===== src/rtl/hazard_scoreboard.sv =====
// Tracks in-flight writers beside ID/EX, raises a load-use/RAW stall and selects EXE forwarding paths.
// Latency: hazard and selects are combinational, slots advance one stage per unfrozen edge.
// Backpressure: freeze holds every slot and the stall counter; hazard stalls IF/ID and bubbles EXE.
module hazard_scoreboard #(
  parameter int REG_W = 4,
  parameter int CNT_W = 16
) (
  input  logic             clk,
  input  logic             rst,
  input  logic             freeze,
  input  logic             flush,
  input  logic             fwd_en,
  input  logic [REG_W-1:0] id_src_1,
  input  logic [REG_W-1:0] id_src_2,
  input  logic             id_src_1_used,
  input  logic             id_src_2_used,
  input  logic [REG_W-1:0] id_dest,
  input  logic             id_wb_en,
  input  logic             id_mem_r_en,
  output logic             hazard,
  output logic [1:0]       sel_src_1,
  output logic [1:0]       sel_src_2,
  output logic [CNT_W-1:0] stall_cnt
);

  typedef struct packed {
    logic [REG_W-1:0] dest;
    logic             wb_en;
    logic             mem_r_en;
    logic [REG_W-1:0] src_1;
    logic [REG_W-1:0] src_2;
    logic             src_1_used;
    logic             src_2_used;
  } exe_slot_t;

  // The load flag only matters for load-use in EXE, so later slots keep just the writer fields.
  typedef struct packed {
    logic [REG_W-1:0] dest;
    logic             wb_en;
  } wr_slot_t;

  localparam logic [1:0] SEL_RF  = 2'b00;
  localparam logic [1:0] SEL_MEM = 2'b01;
  localparam logic [1:0] SEL_WB  = 2'b10;
  localparam logic [CNT_W-1:0] CNT_MAX = {CNT_W{1'b1}};
  localparam logic [CNT_W-1:0] CNT_ONE = {{(CNT_W-1){1'b0}}, 1'b1};

  exe_slot_t exe_slot;
  wr_slot_t  mem_slot;
  wr_slot_t  wb_slot;

  function automatic logic match(input logic [REG_W-1:0] src, input logic used,
                                 input logic [REG_W-1:0] dest, input logic wb_en);
    return used && wb_en && (src == dest);
  endfunction

  logic exe_hit;
  logic mem_hit;

  always_comb begin
    exe_hit = match(id_src_1, id_src_1_used, exe_slot.dest, exe_slot.wb_en) ||
              match(id_src_2, id_src_2_used, exe_slot.dest, exe_slot.wb_en);
    mem_hit = match(id_src_1, id_src_1_used, mem_slot.dest, mem_slot.wb_en) ||
              match(id_src_2, id_src_2_used, mem_slot.dest, mem_slot.wb_en);
    hazard  = 1'b0;
    if (!flush) begin
      if (fwd_en) hazard = exe_hit && exe_slot.mem_r_en;
      else        hazard = exe_hit || mem_hit;
    end
  end

  always_comb begin
    sel_src_1 = SEL_RF;
    sel_src_2 = SEL_RF;
    if (fwd_en) begin
      if (match(exe_slot.src_1, exe_slot.src_1_used, mem_slot.dest, mem_slot.wb_en))
        sel_src_1 = SEL_MEM;
      else if (match(exe_slot.src_1, exe_slot.src_1_used, wb_slot.dest, wb_slot.wb_en))
        sel_src_1 = SEL_WB;
      if (match(exe_slot.src_2, exe_slot.src_2_used, mem_slot.dest, mem_slot.wb_en))
        sel_src_2 = SEL_MEM;
      else if (match(exe_slot.src_2, exe_slot.src_2_used, wb_slot.dest, wb_slot.wb_en))
        sel_src_2 = SEL_WB;
    end
  end

  always_ff @(posedge clk or posedge rst) begin
    if (rst) begin
      exe_slot  <= '0;
      mem_slot  <= '0;
      wb_slot   <= '0;
      stall_cnt <= '0;
    end else if (!freeze) begin
      wb_slot  <= mem_slot;
      mem_slot <= '{dest: exe_slot.dest, wb_en: exe_slot.wb_en};
      if (flush || hazard) begin
        exe_slot <= '0;
      end else begin
        exe_slot <= '{dest: id_dest, wb_en: id_wb_en, mem_r_en: id_mem_r_en,
                      src_1: id_src_1, src_2: id_src_2,
                      src_1_used: id_src_1_used, src_2_used: id_src_2_used};
      end
      if (hazard && (stall_cnt != CNT_MAX))
        stall_cnt <= stall_cnt + CNT_ONE;
    end
  end

endmodule


===== config.mk =====
export PLATFORM = sky130hd
export DESIGN_NAME = hazard_scoreboard
export DESIGN_NICKNAME = d
export VERILOG_FILES = /design/src/rtl/hazard_scoreboard.sv
export SDC_FILE = /design/constraint.sdc
export NUM_CORES = 1
export LEC_CHECK = 0
export BUFFER_PORTS_ARGS = -buffer_cell sky130_fd_sc_hd__buf_2
export CAP_MARGIN = 15
export CORE_UTILIZATION = 55
export CTS_BUF_LIST = sky130_fd_sc_hd__clkbuf_8 sky130_fd_sc_hd__clkbuf_16
export DETAILED_ROUTE_END_ITERATION = 10
export PLACE_DENSITY = 0.76
export SETUP_SLACK_MARGIN = 0.3
export SLEW_MARGIN = 20
export SYNTH_ARGS = -nofsm -noshare
export SYNTH_HDL_FRONTEND = slang
export SYNTH_SLANG_ARGS = --single-unit

===== constraint.sdc =====
create_clock -name clk -period 2.6 [get_ports clk]
set_clock_uncertainty 0.15 [all_clocks]
set_input_delay 0.26 -clock clk [delete_from_list [all_inputs] [get_ports clk]]
set_output_delay 0.26 -clock clk [all_outputs]
set_load 0.02 [all_outputs]

==> summary.txt, run 1 <==
Synthesis
  – Seq/Total Area, Yosys: 0.4685
  – Mapped Nets: 209
  – Synth Cell Area: 2243 µm²
  – Synth warnings: 0
  – Avg Cell Area, Syn: 12.00 µm²
  – Post-synthesis cell type count: 34
  – FF+latch count, synth: 42
  – Synth Instances: 187

Setup path
  – Setup Crit Path Kind: reg2out
  – Reg2reg start: exe_slot[12]$_DFFE_PP0N_
  – CP Max Fanout: 4
  – Worst setup path start: exe_slot[12]$_DFFE_PP0N_
  – Reg-to-Reg End: exe_slot[10]$_DFFE_PP0N_
  – Reg-to-reg setup timing slack: 340 ps
  – CP endpoint kind: output pin
  – CP Capture Point: hazard
  – WP data arrival: 1890 ps
  – R2r worst-path depth: 8
  – WP data required: 2190 ps
  – Startpoint Class: register

Pwr
  – Seq pwr share: 0.539
  – Switching power share of the total: 0.2794
  – Total leakage power: 1.346 nW
  – Switch Pwr: 0.3925 mW
  – PwrDens: 509.2 nW/µm²
  – Clock share of power: 0.274
  – Max VDD drop: 0.0003016 V
  – Comb power frac: 0.187
  – Pint: 1.012 mW

Job
  – Max cap viols: 0

Timing
  – F_max: 0.4348 GHz
  – Worst-Margin Slew: 618.8 ps
  – Final Cycle Share: 0.8846
  – Slew Viols, Final: 0
  – Fin. Hold Viols: 0
  – Hold Slack: 29.34 ps
  – Final Setup Violations: 0
  – Max_slew headroom: 0.5875
  – Unrepaired setup endpoints after global routing: yes
  – Fin crit period: 2300 ps
  – Setup TNS: 0 ps

Routing
  – DRT met1 WL: 2166 µm
  – Routed WL: 5028 µm
  – DR vias: 1670
  – Top sig layer: met4
  – Post-DR wirelength/cell: 16.93 µm
  – Antenna Nets Post-Route: 0
  – Initial drt markers: 92
  – Met3 WL post-DR: 190 µm
  – Pre-antenna DRT Iters: 4
  – Met2 WL: 2598 µm
  – DR DRC count: 0
  – Vias per std cell: 5.623

Placement
  – Cell Area, Placed: 2479 µm²
  – # port buffers: 41
  – Placed cells: 273
  – Post-DP HPWL: 3383 µm
  – GPL Wtd Cong: 0.8208

Global route
  – Global Route Usage Sum: 0.2471
  – First-pass GRT wire length: 7914 µm
  – Largest net degree at the start of global routing: 43
  – Initial antenna violation count: 0
  – Vias in the first global route: 1661
  – Overflow after GRT: 0

Status
  – Status: completed

Clock tree
  – Clock transition at path regs: 80 ps
  – Num Clock Sinks: 42
  – CTS Buf Count: 5
  – Root Buffer: clkbuf_8
  – CTS tree: yes
  – Worst-Skew Late Latency: 290 ps
  – Clock Path Buffers: 2
  – H-tree levels: 2

Layout
  – Diodes inserted: 0
  – Layout cells sized above 1: 0.4137
  – FILL cells: 269
  – Area Overhead vs Synth: 22.98%
  – Finished Cell Area: 2759 µm²
  – Register area: 1055 µm²
  – Nets: 271
  – Layout Cells excl Fill: 297
  – Area taken by multi-input logic gates: 1161 µm²

Floorplanning
  – Num rows: 22
  – Chip height: 65.87 µm
  – Initial Util: 0.5906
  – Overall die area: 4338 µm²
  – IO Count: 42
  – Core ar.: 3799 µm²
  – Die width: 65.87 µm

Min path
  – Class of the worst hold path: in2reg
[worst max-delay path: stages, from the launching register on]
cell and delay (ps):
dfrtp_1 430, xor2_1 180, nor3_1 240, nand4_1 190, a41oi_4 250, nor2b_2 170
buf_4 140
[cell families (layout without fill, tap and decap cells)]
logic type / after synthesis / after routing / synth area share
AND/OR/NAND/NOR: 55 / 55 / 0.1712
XOR/XNOR: 44 / 44 / 0.1718
flip-flops: 42 / 42 / 0.4685
AO/OA/AOI/OAI: 24 / 24 / 0.09928
buffers and inverters: 12 / 74 / 0.03681
multiplexers: 9 / 9 / 0.04685
adder cells (fa/ha/maj): 1 / 1 / 0.005576
[power groups by stage]
stage	logic [mW]	registers [mW]	clock network, mW
global route	0.286	0.763	0.415
global placement	0.207	0.764	0
floorplan	0.161	0.757	0
finish	0.263	0.757	0.384
detailed placement	0.215	0.769	0
CTS	0.223	0.756	0.395
[repair_timing]
action | in CTS | in global routing
setup endpoints to repair | 4 | 26
hold buffers | 1 | 0
pin swaps | 2 | 11
buffers inserted | 3 | 13
hold endpoints to repair | 42 | 0
resized for setup | 2 | 15
[registers in the layout, indices dropped and copies added (netlist names)]
register and count:
exe_slot 16, stall_cnt 16, mem_slot 5, wb_slot 5
[synth_stat cells]
library cell   n  area (µm²)
and3_1         7       43.79
ha_1           1       12.51
o22ai_1        1       6.260
xor2_1        16       140.1
mux2_4         1       15.01
clkbuf_1       3       11.26
a311oi_2       1       15.01
a41oi_4        1       27.53
a22o_1        16       140.1
dfrtp_1       42        1051
and2_2         1       7.510
nor3_4         1       16.27
and2_1         3       18.77
xnor2_1       28       245.2
buf_8          1       15.01
nand4_1        9       56.30
nor3_1         6       30.03
a221oi_1       1       8.760
nand3_1        5       25.02
nor4_1         1       6.260
buf_6          3       33.78
nor2b_1        3       18.77
buf_4          1       7.510
nand3_2        4       40.04
mux2_2         8       90.09
and4_1         4       35.03
o211ai_1       1       7.510
nor2_4         1       11.26
inv_1          4       15.01
nand2_2        1       6.260
nand4_2        4       50.05
nand2_1        5       18.77
a211oi_1       1       7.510
o21ai_1        2       10.01
[stage by stage]
stage / utilization / power (mW) / worst slack [ps]
2_1_floorplan: - / 0.9177 / 316.8
3_3_place_gp: 0.6525 / 0.9710 / 316.4
3_5_place_dp: 0.6525 / 0.9842 / 243.6
4_1_cts: 0.6838 / 1.374 / 317.0
5_1_grt: 0.7263 / 1.464 / 212.5
6_report: 0.7263 / 1.405 / 300.1
[how the worst min path moves through the flow]
stage                      from                        to  slack (ps)  cells past startpoint
floorplan           id_mem_r_en  exe_slot[10]$_DFFE_PP0N_         240                      1
global placement            rst   exe_slot[0]$_DFFE_PP0N_         260                      3
detailed placement          rst    wb_slot[2]$_DFFE_PP0N_         280                      3
CTS                    id_wb_en  exe_slot[11]$_DFFE_PP0N_          30                      2
global route           id_wb_en  exe_slot[11]$_DFFE_PP0N_          30                      2
finish                 id_wb_en  exe_slot[11]$_DFFE_PP0N_          30                      2
[cells in the final DEF, fill, tap and decap left out, types with 4 or more instances in the layout]
| cell | count |
|---|---|
| nand3_1 | 5 |
| buf_2 | 40 |
| nand3_2 | 4 |
| dfrtp_1 | 39 |
| clkbuf_8 | 5 |
| buf_4 | 20 |
| nand4_2 | 4 |
| xor2_1 | 16 |
| mux2_2 | 8 |
| nand4_1 | 9 |
| and3_1 | 6 |
| a22o_1 | 16 |
| xnor2_1 | 28 |
| inv_1 | 5 |
| nand2_1 | 5 |
[cell type report]
cell class              instances  area share
clock buffers                   5     0.02494
multi-input cells             133      0.4209
well taps                      48     0.02177
flip-flops and latches         42      0.3823
inverters                       4    0.005442
clock inverters                 2    0.002721
repair buffers                 63      0.1420
[routing by layer]
layer	vias up	track usage
met2	46	0.4222
met5	-	0
li1	798	-
met1	818	0.3089
met4	0	0.07609
met3	8	0.05517
Power figures use the tool's default switching activity.
==> run 2, diff against run 1 <==
CORE_UTILIZATION = 45   (was 55)
GPL_ROUTABILITY_DRIVEN = 0   (was not set)
PLACE_DENSITY = 0.64   (was 0.76)
==> run 2 against run 1 <==
Net effect:
- hold slack better by 0.96 ps
- flip-flop and latch count is the same
- design area shrank 0.77%
- register-to-register slack better by 50 ps
- utilization is 15 points lower
- clock power rose by 12%
- first-iteration DRC count is 6.5% lower
- count of clock-buffer cells in the layout rose by 1
- sequential share of layout area up 0.39 points
- via count is 4.2% lower
- sequential power decreased by 0.7%
- final cell count is 4.7% higher
==> summary.txt, run 2 (synthesized netlist as in run 1, its figures left out) <==
Pwr
  – Overall Power: 1.430 mW
  – Total leakage power: 1.321 nW
  – PwrDens: 522.5 nW/µm²
  – Max VDD drop: 0.0002927 V

Timing
  – F_max: 0.4428 GHz
  – Worst-Margin Slew: 662.3 ps
  – Unrepaired setup endpoints after global routing: yes
  – Setup TNS: 0 ps
  – Fin crit period: 2258 ps
  – Final setup margin: 341.5 ps
  – Final Setup Violations: 0
  – Slew Viols, Final: 0
  – Final Cycle Share: 0.8686
  – Max_slew headroom: 0.5584
  – Fin. Hold Viols: 0

Setup path
  – WP data required: 2190 ps
  – CP endpoint kind: output pin
  – Startpoint Class: register
  – R2r worst-path depth: 8
  – Worst setup path start: exe_slot[12]$_DFFE_PP0N_
  – Setup Crit Path Kind: reg2out
  – CP Max Fanout: 4
  – Reg2reg start: exe_slot[12]$_DFFE_PP0N_
  – WP data arrival: 1850 ps
  – Reg-to-reg setup timing slack: 390 ps
  – Reg-to-Reg End: exe_slot[8]$_DFFE_PP0N_

Clock tree
  – Num Clock Sinks: 42
  – Root Buffer: clkbuf_8
  – Worst-Skew Late Latency: 290 ps
  – Clock Path Buffers: 2
  – CTS tree: yes
  – H-tree levels: 2
  – Clock transition at path regs: 80 ps
  – CTS Buf Count: 5

Global route
  – Vias in the first global route: 1569
  – Global Route Usage Sum: 0.1894
  – Largest net degree at the start of global routing: 43
  – First-pass GRT wire length: 7652 µm
  – Overflow after GRT: 0
  – Initial antenna violation count: 0

Placement
  – Pre-CTS WS: 258.6 ps
  – # port buffers: 41
  – Post-DP HPWL: 3137 µm
  – Placed cells: 293

Routing
  – Pre-antenna DRT Iters: 4
  – DRT met1 WL: 2245 µm
  – Vias per std cell: 5.145
  – Antenna Nets Post-Route: 0
  – Top sig layer: met4
  – DR DRC count: 0
  – Met2 WL: 2201 µm
  – Initial drt markers: 86
  – Routed WL: 4639 µm
  – Met3 WL post-DR: 159 µm
  – DR vias: 1600
  – Post-DR wirelength/cell: 14.92 µm

Status
  – Status: completed

Min path
  – Hold Crit Start: id_dest[1]
  – Hold Path Sink: exe_slot[13]$_DFFE_PP0N_
  – Worst Hold Depth: 2
  – Class of the worst hold path: in2reg

Layout
  – Layout Cells excl Fill: 311
  – Largest regs: exe_slot x16, stall_cnt x16
  – Diodes inserted: 0
  – Most frequent cells in the layout: buf_2, dfrtp_1, xnor2_1
  – Area Overhead vs Synth: 22.03%
  – Nets: 265
  – Most common library cell in the layout ignoring fill and taps: buf_2
  – Core Util, Final: 0.5758
  – Layout cells sized above 1: 0.3893

Floorplanning
  – Num rows: 25
  – Chip height: 72.61 µm
  – Overall die area: 5271 µm²
  – IO Count: 42
  – Die width: 72.61 µm
  – Core ar.: 4755 µm²
  – Initial Util: 0.4718

Job
  – Max cap viols: 0
-- run 2: cell types whose count changed in the layout (fill, tap and decap cells not counted), sizes merged --
cell | before | now
buf | 62 | 56
clkbuf | 5 | 6
clkinv | 0 | 1
inv | 6 | 5
-- run 2: layer usage --
layer | vias up | GRT usage
met3 | 4 | 0.04972
li1 | 783 | -
met5 | - | 0
met1 | 784 | 0.2572
met4 | 0 | 0.06100
met2 | 29 | 0.2970
-- run 2: worst max path at each step --
stage | end | slack, ps | cells past startpoint
after floorplan | stall_cnt[13]$_DFFE_PP0P_ | 320 | 7
after global placement | stall_cnt[1]$_DFFE_PP0P_ | 310 | 7
after detailed placement | stall_cnt[1]$_DFFE_PP0P_ | 260 | 7
after CTS | hazard | 290 | 6
after global routing | hazard | 240 | 6
final | hazard | 340 | 6
-- run 2: area by class of cell --
class | instances | area [µm²]
fill | 436 | 2017
inverter | 4 | 15.01
clock inverter | 2 | 8.758
timing repair buffer | 57 | 346.6
multi-input combinational | 133 | 1144
tap | 67 | 83.83
sequential | 42 | 1057
clock buffer | 6 | 82.58
-- run 2: where the power goes --
| part | internal (mW) | leakage, nW | total, mW | switching, mW |
|---|---|---|---|---|
| registers | 0.699 | 0.555 | 0.752 | 0.0529 |
| clock network | 0.211 | 0.0524 | 0.431 | 0.220 |
| logic | 0.129 | 0.713 | 0.248 | 0.119 |
| total | 1.04 | 1.32 | 1.43 | 0.392 |
-- run 2: repair_timing --
| item | in CTS | in global routing |
|---|---|---|
| endpoints found under the setup margin | 3 | 30 |
| pin swaps | 2 | 8 |
| hold buffers | 1 | 0 |
| resized for setup | 3 | 10 |
| setup buffers | 2 | 7 |
| hold endpoints to repair | 42 | 0 |
-- run 2: per-stage QoR --
step / hold slack, ps / instance area [µm²]
finish: 30.30 / 2738
global route: 32.04 / 2738
CTS: 24.62 / 2638
detailed placement: 272.9 / 2510
global placement: 273.5 / 2510
floorplan: 238.4 / 2243
-- run 2: critical path, cell delays in order, from the launching register on --
cell	delay, ps
dfrtp_2	450
xor2_1	170
nor3_1	200
nand4_1	170
a41oi_4	260
nor2b_1	150
buf_4	140
